--- config.mk ---
export PLATFORM = sky130hd
export DESIGN_NAME = sccb_cmd_arbiter_flat
export DESIGN_NICKNAME = d
export VERILOG_FILES = /design/src/rtl/sccb_cmd_arbiter_if.sv /design/src/rtl/sccb_cmd_arbiter.sv /design/src/flat_wrapper.sv
export SDC_FILE = /design/constraint.sdc
export NUM_CORES = 1
export LEC_CHECK = 0
export BUFFER_PORTS_ARGS = -buffer_cell sky130_fd_sc_hd__buf_4
export CORE_UTILIZATION = 60
export DETAILED_ROUTE_END_ITERATION = 16
export PLACE_DENSITY = 0.82
export SYNTH_ARGS = -nofsm -noshare
export SYNTH_HDL_FRONTEND = slang
export SYNTH_SLANG_ARGS = --single-unit
--- constraint.sdc ---
create_clock -name clk -period 5.7 [get_ports clk]
set_clock_uncertainty 0.1 [all_clocks]
set_input_delay 0.855 -clock clk [delete_from_list [all_inputs] [get_ports clk]]
set_output_delay 0.855 -clock clk [all_outputs]
set_load 0.05 [all_outputs]
--- src/rtl/sccb_cmd_arbiter_if.sv ---
// rtl/sccb_cmd_arbiter_if.sv - boot ROM, runtime write port and SCCB sender bundle
//
// Purpose: groups every handshake/bus signal of sccb_cmd_arbiter.
// Ports (slave = arbiter side):
//   boot_cmd/boot_end      in   ROM entry {reg,value} and end-of-list flag
//   boot_advance           out  one-cycle pulse, ROM steps to next entry
//   rt_cmd/rt_valid        in   runtime write request
//   rt_ready               out  runtime FIFO not full
//   snd_send/regi/value    out  request to the SCCB sender
//   snd_taken              in   sender latched regi/value
//   config_finished        out  boot list sent and settled (sticky)
//   busy                   out  arbiter active or FIFO non-empty
//   rt_overflow            out  sticky runtime overflow
interface sccb_cmd_arbiter_if;
    logic [15:0] boot_cmd;
    logic        boot_end;
    logic        boot_advance;
    logic [15:0] rt_cmd;
    logic        rt_valid;
    logic        rt_ready;
    logic        snd_send;
    logic [7:0]  snd_regi;
    logic [7:0]  snd_value;
    logic        snd_taken;
    logic        config_finished;
    logic        busy;
    logic        rt_overflow;

    modport slave (
        input  boot_cmd, boot_end, rt_cmd, rt_valid, snd_taken,
        output boot_advance, rt_ready, snd_send, snd_regi, snd_value,
               config_finished, busy, rt_overflow
    );

    modport master (
        output boot_cmd, boot_end, rt_cmd, rt_valid, snd_taken,
        input  boot_advance, rt_ready, snd_send, snd_regi, snd_value,
               config_finished, busy, rt_overflow
    );
endinterface

--- src/rtl/sccb_cmd_arbiter.sv ---
// rtl/sccb_cmd_arbiter.sv - shares one SCCB write engine between boot ROM and runtime port
//
// Purpose: boot ROM commands go first until end-of-list; runtime commands are
// buffered in a FIFO and issued once configuration is finished. The soft-reset
// command is followed by a silent settle interval.
// Ports:
//   clk    in  system clock
//   rst_n  in  asynchronous active-low reset
//   bus    sccb_cmd_arbiter_if.slave (boot ROM, runtime port, sender, status)
module sccb_cmd_arbiter #(
    parameter int          FIFO_DEPTH    = 4,
    parameter int          SETTLE_CYCLES = 1_000_000,
    parameter logic [15:0] RST_CMD       = 16'h1280
) (
    input  logic               clk,
    input  logic               rst_n,
    sccb_cmd_arbiter_if.slave  bus
);
    localparam int PW = $clog2(FIFO_DEPTH);
    // Keep the counter at least one bit wide so SETTLE_CYCLES = 1 still elaborates.
    localparam int CW = (SETTLE_CYCLES > 1) ? $clog2(SETTLE_CYCLES) : 1;

    typedef enum logic [1:0] {S_IDLE, S_BOOT, S_RT, S_SETTLE} state_t;

    state_t         r_state;
    logic [15:0]    r_cur_cmd;
    logic           r_snd_send;
    logic           r_cfg_done;
    logic           r_overflow;
    logic [CW-1:0]  r_settle_cnt;

    logic [15:0]    r_mem [FIFO_DEPTH];
    logic [PW-1:0]  r_wr_ptr;
    logic [PW-1:0]  r_rd_ptr;
    logic [PW:0]    r_count;

    logic           w_full;
    logic           w_push;
    logic           w_pop;

    // Ready comes from the registered count only: a pop in the same cycle
    // does not make room for a push.
    assign w_full = (r_count == (PW+1)'(FIFO_DEPTH));
    assign w_push = bus.rt_valid & ~w_full;
    // IDLE only pops once configuration is done; the boot branch is excluded
    // by that same condition.
    assign w_pop  = (r_state == S_IDLE) & r_cfg_done & (r_count != '0);

    assign bus.rt_ready        = ~w_full;
    assign bus.snd_send        = r_snd_send;
    assign bus.snd_regi        = r_cur_cmd[15:8];
    assign bus.snd_value       = r_cur_cmd[7:0];
    assign bus.boot_advance    = bus.snd_taken & (r_state == S_BOOT);
    assign bus.config_finished = r_cfg_done;
    assign bus.busy            = (r_state != S_IDLE) | (r_count != '0);
    assign bus.rt_overflow     = r_overflow;

    always_ff @(posedge clk) begin
        if (w_push) begin
            r_mem[r_wr_ptr] <= bus.rt_cmd;
        end
    end

    always_ff @(posedge clk or negedge rst_n) begin
        if (!rst_n) begin
            r_state      <= S_IDLE;
            r_cur_cmd    <= '0;
            r_snd_send   <= 1'b0;
            r_cfg_done   <= 1'b0;
            r_overflow   <= 1'b0;
            r_settle_cnt <= '0;
            r_wr_ptr     <= '0;
            r_rd_ptr     <= '0;
            r_count      <= '0;
        end else begin
            if (bus.rt_valid && w_full) begin
                r_overflow <= 1'b1;
            end
            if (w_push) begin
                r_wr_ptr <= r_wr_ptr + PW'(1);
            end
            if (w_pop) begin
                r_rd_ptr <= r_rd_ptr + PW'(1);
            end
            r_count <= r_count + (PW+1)'(w_push) - (PW+1)'(w_pop);

            case (r_state)
                S_IDLE: begin
                    if (!bus.boot_end && !r_cfg_done) begin
                        r_cur_cmd  <= bus.boot_cmd;
                        r_snd_send <= 1'b1;
                        r_state    <= S_BOOT;
                    end else if (w_pop) begin
                        r_cur_cmd  <= r_mem[r_rd_ptr];
                        r_snd_send <= 1'b1;
                        r_state    <= S_RT;
                    end else if (!r_cfg_done) begin
                        // Reached only with boot_end high.
                        r_cfg_done <= 1'b1;
                    end
                end
                S_BOOT, S_RT: begin
                    if (bus.snd_taken) begin
                        r_snd_send <= 1'b0;
                        if (r_cur_cmd == RST_CMD) begin
                            r_settle_cnt <= CW'(SETTLE_CYCLES - 1);
                            r_state      <= S_SETTLE;
                        end else begin
                            r_state <= S_IDLE;
                        end
                    end
                end
                S_SETTLE: begin
                    if (r_settle_cnt == '0) begin
                        r_state <= S_IDLE;
                    end else begin
                        r_settle_cnt <= r_settle_cnt - CW'(1);
                    end
                end
                default: r_state <= S_IDLE;
            endcase
        end
    end
endmodule
--- src/flat_wrapper.sv ---
// flat-port wrapper written by rule: the top's interface ports become plain ports
module sccb_cmd_arbiter_flat 
#(
    parameter int          FIFO_DEPTH    = 4,
    parameter int          SETTLE_CYCLES = 1_000_000,
    parameter logic [15:0] RST_CMD       = 16'h1280
)
  (clk, rst_n, bus_boot_cmd, bus_boot_end, bus_rt_cmd, bus_rt_valid, bus_snd_taken, bus_boot_advance, bus_rt_ready, bus_snd_send, bus_snd_regi, bus_snd_value, bus_config_finished, bus_busy, bus_rt_overflow);
  sccb_cmd_arbiter_if bus_i ();
  input  logic clk;
  input  logic rst_n;
  input wire logic [$bits(bus_i.boot_cmd)-1:0] bus_boot_cmd;
  input wire logic [$bits(bus_i.boot_end)-1:0] bus_boot_end;
  input wire logic [$bits(bus_i.rt_cmd)-1:0] bus_rt_cmd;
  input wire logic [$bits(bus_i.rt_valid)-1:0] bus_rt_valid;
  input wire logic [$bits(bus_i.snd_taken)-1:0] bus_snd_taken;
  output wire logic [$bits(bus_i.boot_advance)-1:0] bus_boot_advance;
  output wire logic [$bits(bus_i.rt_ready)-1:0] bus_rt_ready;
  output wire logic [$bits(bus_i.snd_send)-1:0] bus_snd_send;
  output wire logic [$bits(bus_i.snd_regi)-1:0] bus_snd_regi;
  output wire logic [$bits(bus_i.snd_value)-1:0] bus_snd_value;
  output wire logic [$bits(bus_i.config_finished)-1:0] bus_config_finished;
  output wire logic [$bits(bus_i.busy)-1:0] bus_busy;
  output wire logic [$bits(bus_i.rt_overflow)-1:0] bus_rt_overflow;
  assign bus_i.boot_cmd = bus_boot_cmd;
  assign bus_i.boot_end = bus_boot_end;
  assign bus_i.rt_cmd = bus_rt_cmd;
  assign bus_i.rt_valid = bus_rt_valid;
  assign bus_i.snd_taken = bus_snd_taken;
  assign bus_boot_advance = bus_i.boot_advance;
  assign bus_rt_ready = bus_i.rt_ready;
  assign bus_snd_send = bus_i.snd_send;
  assign bus_snd_regi = bus_i.snd_regi;
  assign bus_snd_value = bus_i.snd_value;
  assign bus_config_finished = bus_i.config_finished;
  assign bus_busy = bus_i.busy;
  assign bus_rt_overflow = bus_i.rt_overflow;
  sccb_cmd_arbiter #(.FIFO_DEPTH(FIFO_DEPTH), .SETTLE_CYCLES(SETTLE_CYCLES), .RST_CMD(RST_CMD)) u_core (.clk(clk), .rst_n(rst_n), .bus(bus_i));
endmodule
==> results.json, run 1 <==
{
  "setup_viol": 0,
  "fin_crit_ns": 2.798,
  "finalWorstSetupSlack_ns": 2.902,
  "tightestPinTransition_ns": 1.083,
  "cts_buffers": 9,
  "hold_path.class": "in -> async",
  "drtIter0Drc": 254,
  "relSlewSlack_pct": 27.81,
  "drive_gt1_share_pct": 22.50,
  "ys_ff_latch": 112,
  "busiest_layer": "met2",
  "path_max_fanout": 29,
  "postCtsSetupRepairBufs": 0,
  "grt_max_degree": 49,
  "drt-pass1-iter-count": 7,
  "wirelength_microns": 10240,
  "rsz0062_at_grt": "false",
  "clockBufferDepth": 2,
  "end_kind": "flip-flop",
  "yosysSeqAreaShare_pct": 61.21,
  "n_antenna_cell": 0,
  "cts_resized": 0,
  "use_met2_pct": 44.75,
  "synth_area_per_cell_sq_um": 13.36,
  "final_antenna_net_count": 0,
  "start_util_pct": 62.10,
  "utilization_pct": 70.73,
  "synth_edf_count": 64,
  "met3_usage_pct": 6.149,
  "grt_pass1_wl_microns": 16460,
  "viasPerCell": 6.147,
  "core-area_sq_mm": 0.008217,
  "seq_area_sq_mm": 0.003123,
  "cts.hold.buffers_added": 0,
  "fmax_mhz": 357.4,
  "final_nets": 486,
  "clk_pin_slew_ns": 0.12,
  "grt_pass1_vias": 3290,
  "synth_cell_type_count": 56,
  "dieWidth_microns": 94.22,
  "use_met1_pct": 31.72,
  "yosysWarnings": 0,
  "clock_sinks": 112,
  "cts_tree": "done",
  "ys.flop_type": "edfxtp_1",
  "powerDensity_mw_per_mm2": 234.5,
  "maxCapViolations": 0,
  "finalCritPeriodShare_pct": 49.09,
  "grt_use_total_pct": 25.28,
  "hpwl_microns": 7013,
  "pre_cts_slack_ns": 2.904,
  "slew_violations": 0,
  "syn_to_final_growth_pct": 13.90,
  "ios": 59,
  "die_h_microns": 94.22,
  "multiInputGateArea_sq_mm": 0.001868,
  "drc": 0,
  "required_ns": 5.89,
  "port_buffers": 58,
  "root_buffer": "clkbuf_8",
  "antenna_found_initial": 0,
  "rows": 33,
  "vdd_drop_max_mv": 0.2035,
  "htreeDepth": 3,
  "finalSetupTns_ns": 0,
  "crit_type": "reg -> reg",
  "drt-wirelength-per-cell_microns": 18.78,
  "netlist_instances": 382,
  "p_leak_uw": 0.002266,
  "place_congestion": 0.9175,
  "dr_total_vias": 3350,
  "grt-ovfl-total": 0,
  "fill_cells": 548,
  "clock_latency_ns": 0.38,
  "postSynth.asyncResetShare_pct": 42.86,
  "netlist_area_sq_mm": 0.005102,
  "cp.arrival_ns": 2.99,
  "dieArea_sq_mm": 0.008876,
  "status": "finished, final reports clean",
  "syn_nets": 433,
  "cp-start-kind": "flip-flop",
  "r2r_setup_slack_ns": 2.90,
  "hold_violations": 0
}
## area by class of cell
cell class / count / area share, %
inverter: 13 / 0.8396
clock inverter: 6 / 1.076
sequential: 112 / 53.74
multi-input combinational: 239 / 32.14
tap: 105 / 2.260
timing repair buffer: 60 / 7.750
clock buffer: 10 / 2.196
## layout by cell type, fill, tap and decap left out, types with 3 or more instances in the layout
master / n
edfxtp_1: 64
buf_4: 60
dfrtp_1: 48
nand2_1: 39
o21ai_0: 23
mux2i_1: 17
mux4_2: 16
nor2_1: 15
inv_1: 13
ha_1: 13
nor3_1: 10
nor4_1: 10
clkbuf_8: 9
nand3_1: 8
or4_1: 6
o22ai_1: 6
nand2b_1: 5
a41oi_1: 5
xnor2_1: 4
and3_1: 4
nand4_1: 4
nor4b_1: 3
and4_1: 3
or3_1: 3
o31ai_1: 3
o311ai_0: 3
inv_6: 3
## synth_stat cells, drive strengths merged, types with 5 or more instances
cell type | count | area, sq um
o21ai | 24 | 120.1
mux2i | 17 | 170.2
nor2 | 16 | 60.06
a41oi | 5 | 43.79
edfxtp | 64 | 1922
dfrtp | 48 | 1201
inv | 13 | 48.80
o22ai | 6 | 37.54
nand2b | 5 | 31.28
nand3 | 8 | 40.04
ha | 13 | 162.7
or4 | 7 | 56.30
nand2 | 39 | 146.4
mux4 | 16 | 360.4
nor3 | 10 | 50.05
clkbuf | 16 | 60.06
nor4 | 10 | 62.56
## sequential cells by signal, summed over array words and instances (netlist names)
| name | count |
|---|---|
| u_core.bus.rt_overflow | 1 |
| u_core.r_mem | 64 |
| u_core.bus.snd_send | 1 |
| u_core.r_state | 2 |
| u_core.r_wr_ptr | 2 |
| u_core.r_count | 3 |
| u_core.r_settle_cnt | 20 |
| u_core.r_rd_ptr | 2 |
| u_core.r_cur_cmd | 16 |
| u_core.bus.config_finished | 1 |
## final timing paths
kind | start | endpoint | depth (start not counted)
min in group clk | u_core.bus.rt_overflow$_DFFE_PN0P_ | u_core.bus.rt_overflow$_DFFE_PN0P_ | 1
max | u_core.r_state[0]$_DFFE_PN0P_ | u_core.r_settle_cnt[10]$_DFFE_PN0P_ | 4
max reg2reg | u_core.r_state[0]$_DFFE_PN0P_ | u_core.r_settle_cnt[10]$_DFFE_PN0P_ | 4
min | rst_n | u_core.r_cur_cmd[9]$_DFFE_PN0P_ | 1
min reg2reg | u_core.bus.rt_overflow$_DFFE_PN0P_ | u_core.bus.rt_overflow$_DFFE_PN0P_ | 1
max in group asynchronous | rst_n | u_core.bus.rt_overflow$_DFFE_PN0P_ | 1
## through the flow
| stage | power (uW) | area [sq um] | cells | hold WS, ns |
|---|---|---|---|---|
| 2_1_floorplan | 882.9 | 5102 | 382 | 0.3908 |
| 3_3_place_gp | 914.7 | 5622 | 529 | 0.3756 |
| 3_5_place_dp | 916.7 | 5622 | 529 | 0.3735 |
| 4_1_cts | 1371 | 5812 | 545 | 0.3860 |
| 5_1_grt | 1405 | 5812 | 545 | 0.3888 |
| 6_report | 1363 | 5812 | 545 | 0.3708 |
## power by group
group / switching [uW] / total, uW / internal (uW)
Clock: 292 / 464 / 172
Sequential: 0.0000000000000190 / 857 / 857
Combinational: 20.9 / 41.5 / 20.6
## critical path: stages (launching register included)
cell	delay, ns
dfrtp_1	0.45
ha_1	0.80
inv_1	0.47
or4_1	0.66
o31ai_1	0.22
## routing by layer
metal  up-vias  routed length, microns
li1       1579                       -
met1      1679                    4385
met2        88                    5402
met3         4                     403
met4         0                      45
met5         -                       0
## kinds of logic after synthesis
logic type      synth area share, %
buf+inv                       2.305
flops                         61.21
fa+ha+maj                     3.580
simple gates                  13.02
xor+xnor                     0.8582
mux                           10.84
compound gates                8.191
No activity file was read; power rests on OpenSTA's default activity.
==> run 2: changes to the inputs <==
--- a/config.mk
+++ b/config.mk
@@ -6,9 +6,9 @@
 export NUM_CORES = 1
 export LEC_CHECK = 0
 export BUFFER_PORTS_ARGS = -buffer_cell sky130_fd_sc_hd__buf_4
-export CORE_UTILIZATION = 60
+export CORE_UTILIZATION = 52
 export DETAILED_ROUTE_END_ITERATION = 16
-export PLACE_DENSITY = 0.82
+export PLACE_DENSITY = 0.75
 export SYNTH_ARGS = -nofsm -noshare
 export SYNTH_HDL_FRONTEND = slang
 export SYNTH_SLANG_ARGS = --single-unit
==> constraint.sdc (replaced) <==
create_clock -name clk -period 2.49 [get_ports clk]
set_clock_uncertainty 0.1 [all_clocks]
set_input_delay 0.3735 -clock clk [delete_from_list [all_inputs] [get_ports clk]]
set_output_delay 0.3735 -clock clk [all_outputs]
set_load 0.05 [all_outputs]
==> results.json, run 2 (same netlist as run 1, synthesis figures left out) <==
{
  "die_h_microns": 101.1,
  "grt-ovfl-total": 0,
  "final_antenna_net_count": 0,
  "relSlewSlack_pct": 57.20,
  "swShare_pct": 22.60,
  "grt_pass1_wl_microns": 16870,
  "final_nets": 516,
  "multiInputGateArea_sq_mm": 0.001877,
  "dieArea_sq_mm": 0.01021,
  "drc": 0,
  "viasPerCell": 5.730,
  "slowest_delay_ns": 0.59,
  "drt-pass1-iter-count": 5,
  "pwr-share-clk_pct": 33.9,
  "regMostFlops": "u_core.r_mem",
  "grt_max_degree": 49,
  "cts_tree": "done",
  "dieWidth_microns": 101.1,
  "powerDensity_mw_per_mm2": 510.3,
  "critPathTopFamily": "simple AND/OR/NAND/NOR gates",
  "slowest_stage": "or4_1",
  "wirelength_microns": 10500,
  "slew_violations": 0,
  "fmax_mhz": 413.0,
  "dp.cells": 577,
  "fin_crit_ns": 2.421,
  "end_kind": "flip-flop",
  "largest_reg_flops": 64,
  "drive_gt1_share_pct": 28.09,
  "stdcell_count": 599,
  "p_int_uw": 2409,
  "path_max_fanout": 3,
  "path_buf_inv": 0,
  "vdd_drop_max_mv": 0.4406,
  "power.switching_uw": 703.5,
  "hold_path.class": "in -> reg",
  "final_cell_mix": "88 x buf_4, 64 x edfxtp_1, 47 x dfrtp_1, 39 x nand2_1, 23 x o21ai_0",
  "root_buffer": "clkbuf_8",
  "cts_buffers": 9,
  "clockBufferDepth": 2,
  "grt_pass1_vias": 3360,
  "seq_area_sq_mm": 0.003124,
  "n_antenna_cell": 0,
  "grt_use_total_pct": 22.40,
  "maxCapViolations": 0,
  "final_common_cell": "buf_4",
  "core-area_sq_mm": 0.009371,
  "hpwl_microns": 7310,
  "hold_violations": 0,
  "syn_to_final_growth_pct": 19.54,
  "whs_ns": 0.09547,
  "combinationalPowerShare_pct": 3.1,
  "clock_latency_ns": 0.36,
  "finalSetupTns_ns": 0,
  "dr_total_vias": 3432,
  "ios": 59,
  "setup_viol": 0,
  "finalPower_uw": 3113,
  "clock_sinks": 112,
  "antenna_found_initial": 0,
  "drt-wirelength-per-cell_microns": 17.53,
  "port_buffers": 58,
  "start_util_pct": 54.45,
  "rows": 35,
  "status": "finished, final reports clean",
  "p_leak_uw": 0.002421,
  "crit_type": "reg -> reg",
  "tightestPinTransition_ns": 0.6420,
  "htreeDepth": 3,
  "finalCritPeriodShare_pct": 97.25,
  "cp-start-kind": "flip-flop",
  "required_ns": 2.69,
  "largestRegisters": "u_core.r_mem x64, u_core.r_settle_cnt x20, u_core.r_cur_cmd x16",
  "clk_pin_slew_ns": 0.11,
  "fill_cells": 718,
  "cpMostUsedCell": "or4_1",
  "crit_chain": "or4_1, or4b_4, or2_1, or4_1, nand3_1",
  "drtIter0Drc": 224,
  "place_congestion": 0.9078,
  "p_seq_share_pct": 63.0,
  "cp.arrival_ns": 2.63
}
run 2: area by class of cell:
class	count	area share, %
clock buffer	9	2.031
clock inverter	7	1.210
inverter	13	0.8000
multi-input combinational	239	30.77
sequential	112	51.22
tap	129	2.646
timing repair buffer	90	11.32
run 2: final timing paths:
path,start,cells past startpoint,to,slack [ns]
min,bus_rt_cmd[15],1,u_core.r_mem[3][15]$_DFFE_PP_,0.1
max,u_core.r_settle_cnt[1]$_DFFE_PN0P_,5,u_core.r_settle_cnt[15]$_DFFE_PN0P_,0.07
min reg2reg,u_core.bus.rt_overflow$_DFFE_PN0P_,1,u_core.bus.rt_overflow$_DFFE_PN0P_,0.40
max in group asynchronous,rst_n,2,u_core.r_cur_cmd[1]$_DFFE_PN0P_,1.38
max reg2reg,u_core.r_settle_cnt[1]$_DFFE_PN0P_,5,u_core.r_settle_cnt[15]$_DFFE_PN0P_,0.07
min in group asynchronous,rst_n,2,u_core.bus.config_finished$_DFFE_PN0P_,0.46
run 2: power by group through the flow:
stage,combinational (uW),clock [uW],sequential [uW]
final,95.4,1060,1960
after global routing,106,1170,1960
after CTS,97.2,1090,1960
after detailed placement,95.6,0,2000
after global placement,92.6,0,2000
after floorplan,18.6,0,2000
run 2: stage by stage:
step / utilization [%] / setup WS (ns) / instance area (sq um)
after global placement: 62.36 / 0.07977 / 5844
after floorplan: - / 0.1233 / 5102
after detailed placement: 62.36 / 0.04426 / 5844
after CTS: 64.58 / 0.02649 / 6052
after global routing: 65.09 / -0.009379 / 6100
final: 65.09 / 0.06858 / 6100
run 2: timing repair:
action / CTS / global route
setup buffers: 0 / 5
endpoints found under the setup margin: 0 / 4
hold endpoints to repair: 48 / 0
hold buffers: 1 / 0
resized for setup: 0 / 4
run 2: per-layer routing:
layer	up-vias	global-route usage [%]	routed length, microns
li1	1640	-	-
met1	1678	28.42	4388
met2	95	37.99	5458
met3	19	4.716	412
met4	0	8.361	242
met5	-	0	0
run 2: worst reg2reg max path, stage by stage (launching register included):
cell     delay [ns]
dfrtp_1        0.42
or4_1          0.59
or4b_4         0.52
or2_1          0.24
or4_1          0.40
nand3_1        0.10
==> run 3: changes to the inputs <==
--- a/config.mk
+++ b/config.mk
@@ -6,9 +6,9 @@
 export NUM_CORES = 1
 export LEC_CHECK = 0
 export BUFFER_PORTS_ARGS = -buffer_cell sky130_fd_sc_hd__buf_4
-export CORE_UTILIZATION = 52
+export CORE_UTILIZATION = 60
 export DETAILED_ROUTE_END_ITERATION = 16
-export PLACE_DENSITY = 0.75
+export PLACE_DENSITY = 0.82
 export SYNTH_ARGS = -nofsm -noshare
 export SYNTH_HDL_FRONTEND = slang
 export SYNTH_SLANG_ARGS = --single-unit
==> constraint.sdc (replaced) <==
create_clock -name clk -period 3.1 [get_ports clk]
set_clock_uncertainty 0.1 [all_clocks]
set_input_delay 0.465 -clock clk [delete_from_list [all_inputs] [get_ports clk]]
set_output_delay 0.465 -clock clk [all_outputs]
set_load 0.05 [all_outputs]
==> results.json, run 3 (same netlist as run 1, synthesis figures left out) <==
{
  "status": "finished, final reports clean",
  "drtIter0Drc": 164,
  "stdcell_area_sq_mm": 0.005851,
  "viasPerCell": 6.118,
  "grt_use_total_pct": 25.05,
  "vdd_drop_max_mv": 0.3343,
  "crit_start": "u_core.r_state[0]$_DFFE_PN0P_",
  "postCtsSetupRepairBufs": 0,
  "root_buffer": "clkbuf_8",
  "cts_tree": "done",
  "place_congestion": 0.8900,
  "cts_resized": 0,
  "clock_sinks": 112,
  "drc": 0,
  "drt-met1-wl_microns": 4291,
  "drt-pass1-iter-count": 5,
  "crit_type": "reg -> reg",
  "grt_pass1_vias": 3366,
  "hold_violations": 0,
  "regToRegEndpoint": "u_core.r_settle_cnt[11]$_DFFE_PN0P_",
  "fin_crit_ns": 2.550,
  "setup_viol": 0,
  "path_buf_inv": 0,
  "worstReg2RegStart": "u_core.r_state[0]$_DFFE_PN0P_",
  "largestRegisters": "u_core.r_mem x64, u_core.r_settle_cnt x20, u_core.r_cur_cmd x16",
  "fmax_mhz": 392.2,
  "grt-ovfl-total": 0,
  "dieWidth_microns": 94.22,
  "clock_latency_ns": 0.38,
  "setup.worst_path.end": "u_core.r_settle_cnt[11]$_DFFE_PN0P_",
  "maxCapViolations": 0,
  "ios": 59,
  "wl_met2_microns": 5350,
  "dieArea_sq_mm": 0.008876,
  "finalSetupTns_ns": 0,
  "end_kind": "flip-flop",
  "rows": 33,
  "slowest_delay_ns": 0.49,
  "slew_violations": 0,
  "grt_max_degree": 49,
  "htreeDepth": 3,
  "hpwl_microns": 7079,
  "path_depth": 6,
  "port_buffers": 58,
  "relSlewSlack_pct": 44.38,
  "cts_buffers": 9,
  "largest_reg_flops": 64,
  "drive_gt1_share_pct": 23.37,
  "wirelength_microns": 10170,
  "place_area_sq_mm": 0.005652,
  "top_layer_used": "met4",
  "routed-wl-met3_microns": 357,
  "critPathTopFamily": "simple AND/OR/NAND/NOR gates",
  "fill_cells": 552,
  "clk_pin_slew_ns": 0.12,
  "clockBufferDepth": 2,
  "antenna_found_initial": 0,
  "crit_chain": "ha_1, nor3b_1, and4_1, nor3_1, or4b_1, nand3_1",
  "drt-wirelength-per-cell_microns": 18.48,
  "p_leak_uw": 0.002292,
  "tightestPinTransition_ns": 0.8344,
  "die_h_microns": 94.22,
  "slowest_stage": "or4b_1",
  "r2r_cells": 6,
  "n_antenna_cell": 0,
  "required_ns": 3.31,
  "dr_total_vias": 3365,
  "core-area_sq_mm": 0.008217,
  "syn_to_final_growth_pct": 14.66,
  "final_cell_mix": "64 x buf_4, 64 x edfxtp_1, 48 x dfrtp_1, 39 x nand2_1, 23 x o21ai_0",
  "powerDensity_mw_per_mm2": 428.2,
  "finalCritPeriodShare_pct": 82.25,
  "cp.arrival_ns": 2.76,
  "path_max_fanout": 15,
  "regMostFlops": "u_core.r_mem",
  "hold_path.class": "in -> reg",
  "rsz0062_at_grt": "false",
  "start_util_pct": 62.10,
  "cp-start-kind": "flip-flop",
  "final_antenna_net_count": 0,
  "grt_pass1_wl_microns": 16390,
  "r2r_setup_slack_ns": 0.55,
  "final_nets": 491
}
run 3: worst min path at each step:
stage                     slack (ns)                                endpoint                          startpoint  depth (start not counted)
after CTS                       0.15           u_core.r_mem[0][10]$_DFFE_PP_                      bus_rt_cmd[10]                          1
final                           0.17           u_core.r_mem[0][10]$_DFFE_PP_                      bus_rt_cmd[10]                          1
after floorplan                 0.07  u_core.bus.config_finished$_DFFE_PN0P_                               rst_n                          0
after global placement          0.38      u_core.bus.rt_overflow$_DFFE_PN0P_  u_core.bus.rt_overflow$_DFFE_PN0P_                          1
after detailed placement        0.37      u_core.bus.rt_overflow$_DFFE_PN0P_  u_core.bus.rt_overflow$_DFFE_PN0P_                          1
after global routing            0.16           u_core.r_mem[0][10]$_DFFE_PP_                      bus_rt_cmd[10]                          1
run 3: power by group:
group / total [uW] / switching (uW) / internal, uW
sequential: 1580 / 0.0000000000000372 / 1580
clock: 852 / 536 / 316
combinational: 77.5 / 38.8 / 38.7
total: 2510 / 575 / 1930
run 3: repair_timing:
action | CTS | global route
setup endpoints to repair | 0 | 0
hold endpoints to repair | 12 | 0
hold buffers | 1 | 0
run 3: layer usage:
metal	vias up	GRT usage, %
met5	-	0
met4	0	9.872
met1	1678	30.86
met2	81	43.84
met3	18	4.207
li1	1588	-
run 3: worst reg2reg max path, stage by stage (launching register included):
cell     delay (ns)
dfrtp_1        0.44
ha_1           0.40
nor3b_1        0.23
and4_1         0.31
nor3_1         0.43
or4b_1         0.49
nand3_1        0.10
run 3: cell type report:
class                      instances  area [sq um]  share of cell area, %
clock buffer                       9         123.9                  2.117
clock inverter                     7         65.06                  1.112
inverter                          13         48.80                 0.8340
multi-input combinational        239          1868                  31.93
sequential                       112          3123                  53.38
tap                              105         131.4                  2.246
timing repair buffer              65         490.5                  8.383
run 3: per-stage QoR:
step / utilization (%) / worst slack [ns] / hold slack (ns) / std cells / total power [uW]
after floorplan: - / 0.7333 / 0.06941 / 382 / 1623
after global placement: 68.78 / 0.5777 / 0.3751 / 533 / 1682
after detailed placement: 68.78 / 0.5513 / 0.3736 / 533 / 1685
after CTS: 71.20 / 0.5131 / 0.1550 / 550 / 2530
after global routing: 71.20 / 0.3812 / 0.1560 / 550 / 2583
final: 71.20 / 0.5501 / 0.1731 / 550 / 2505
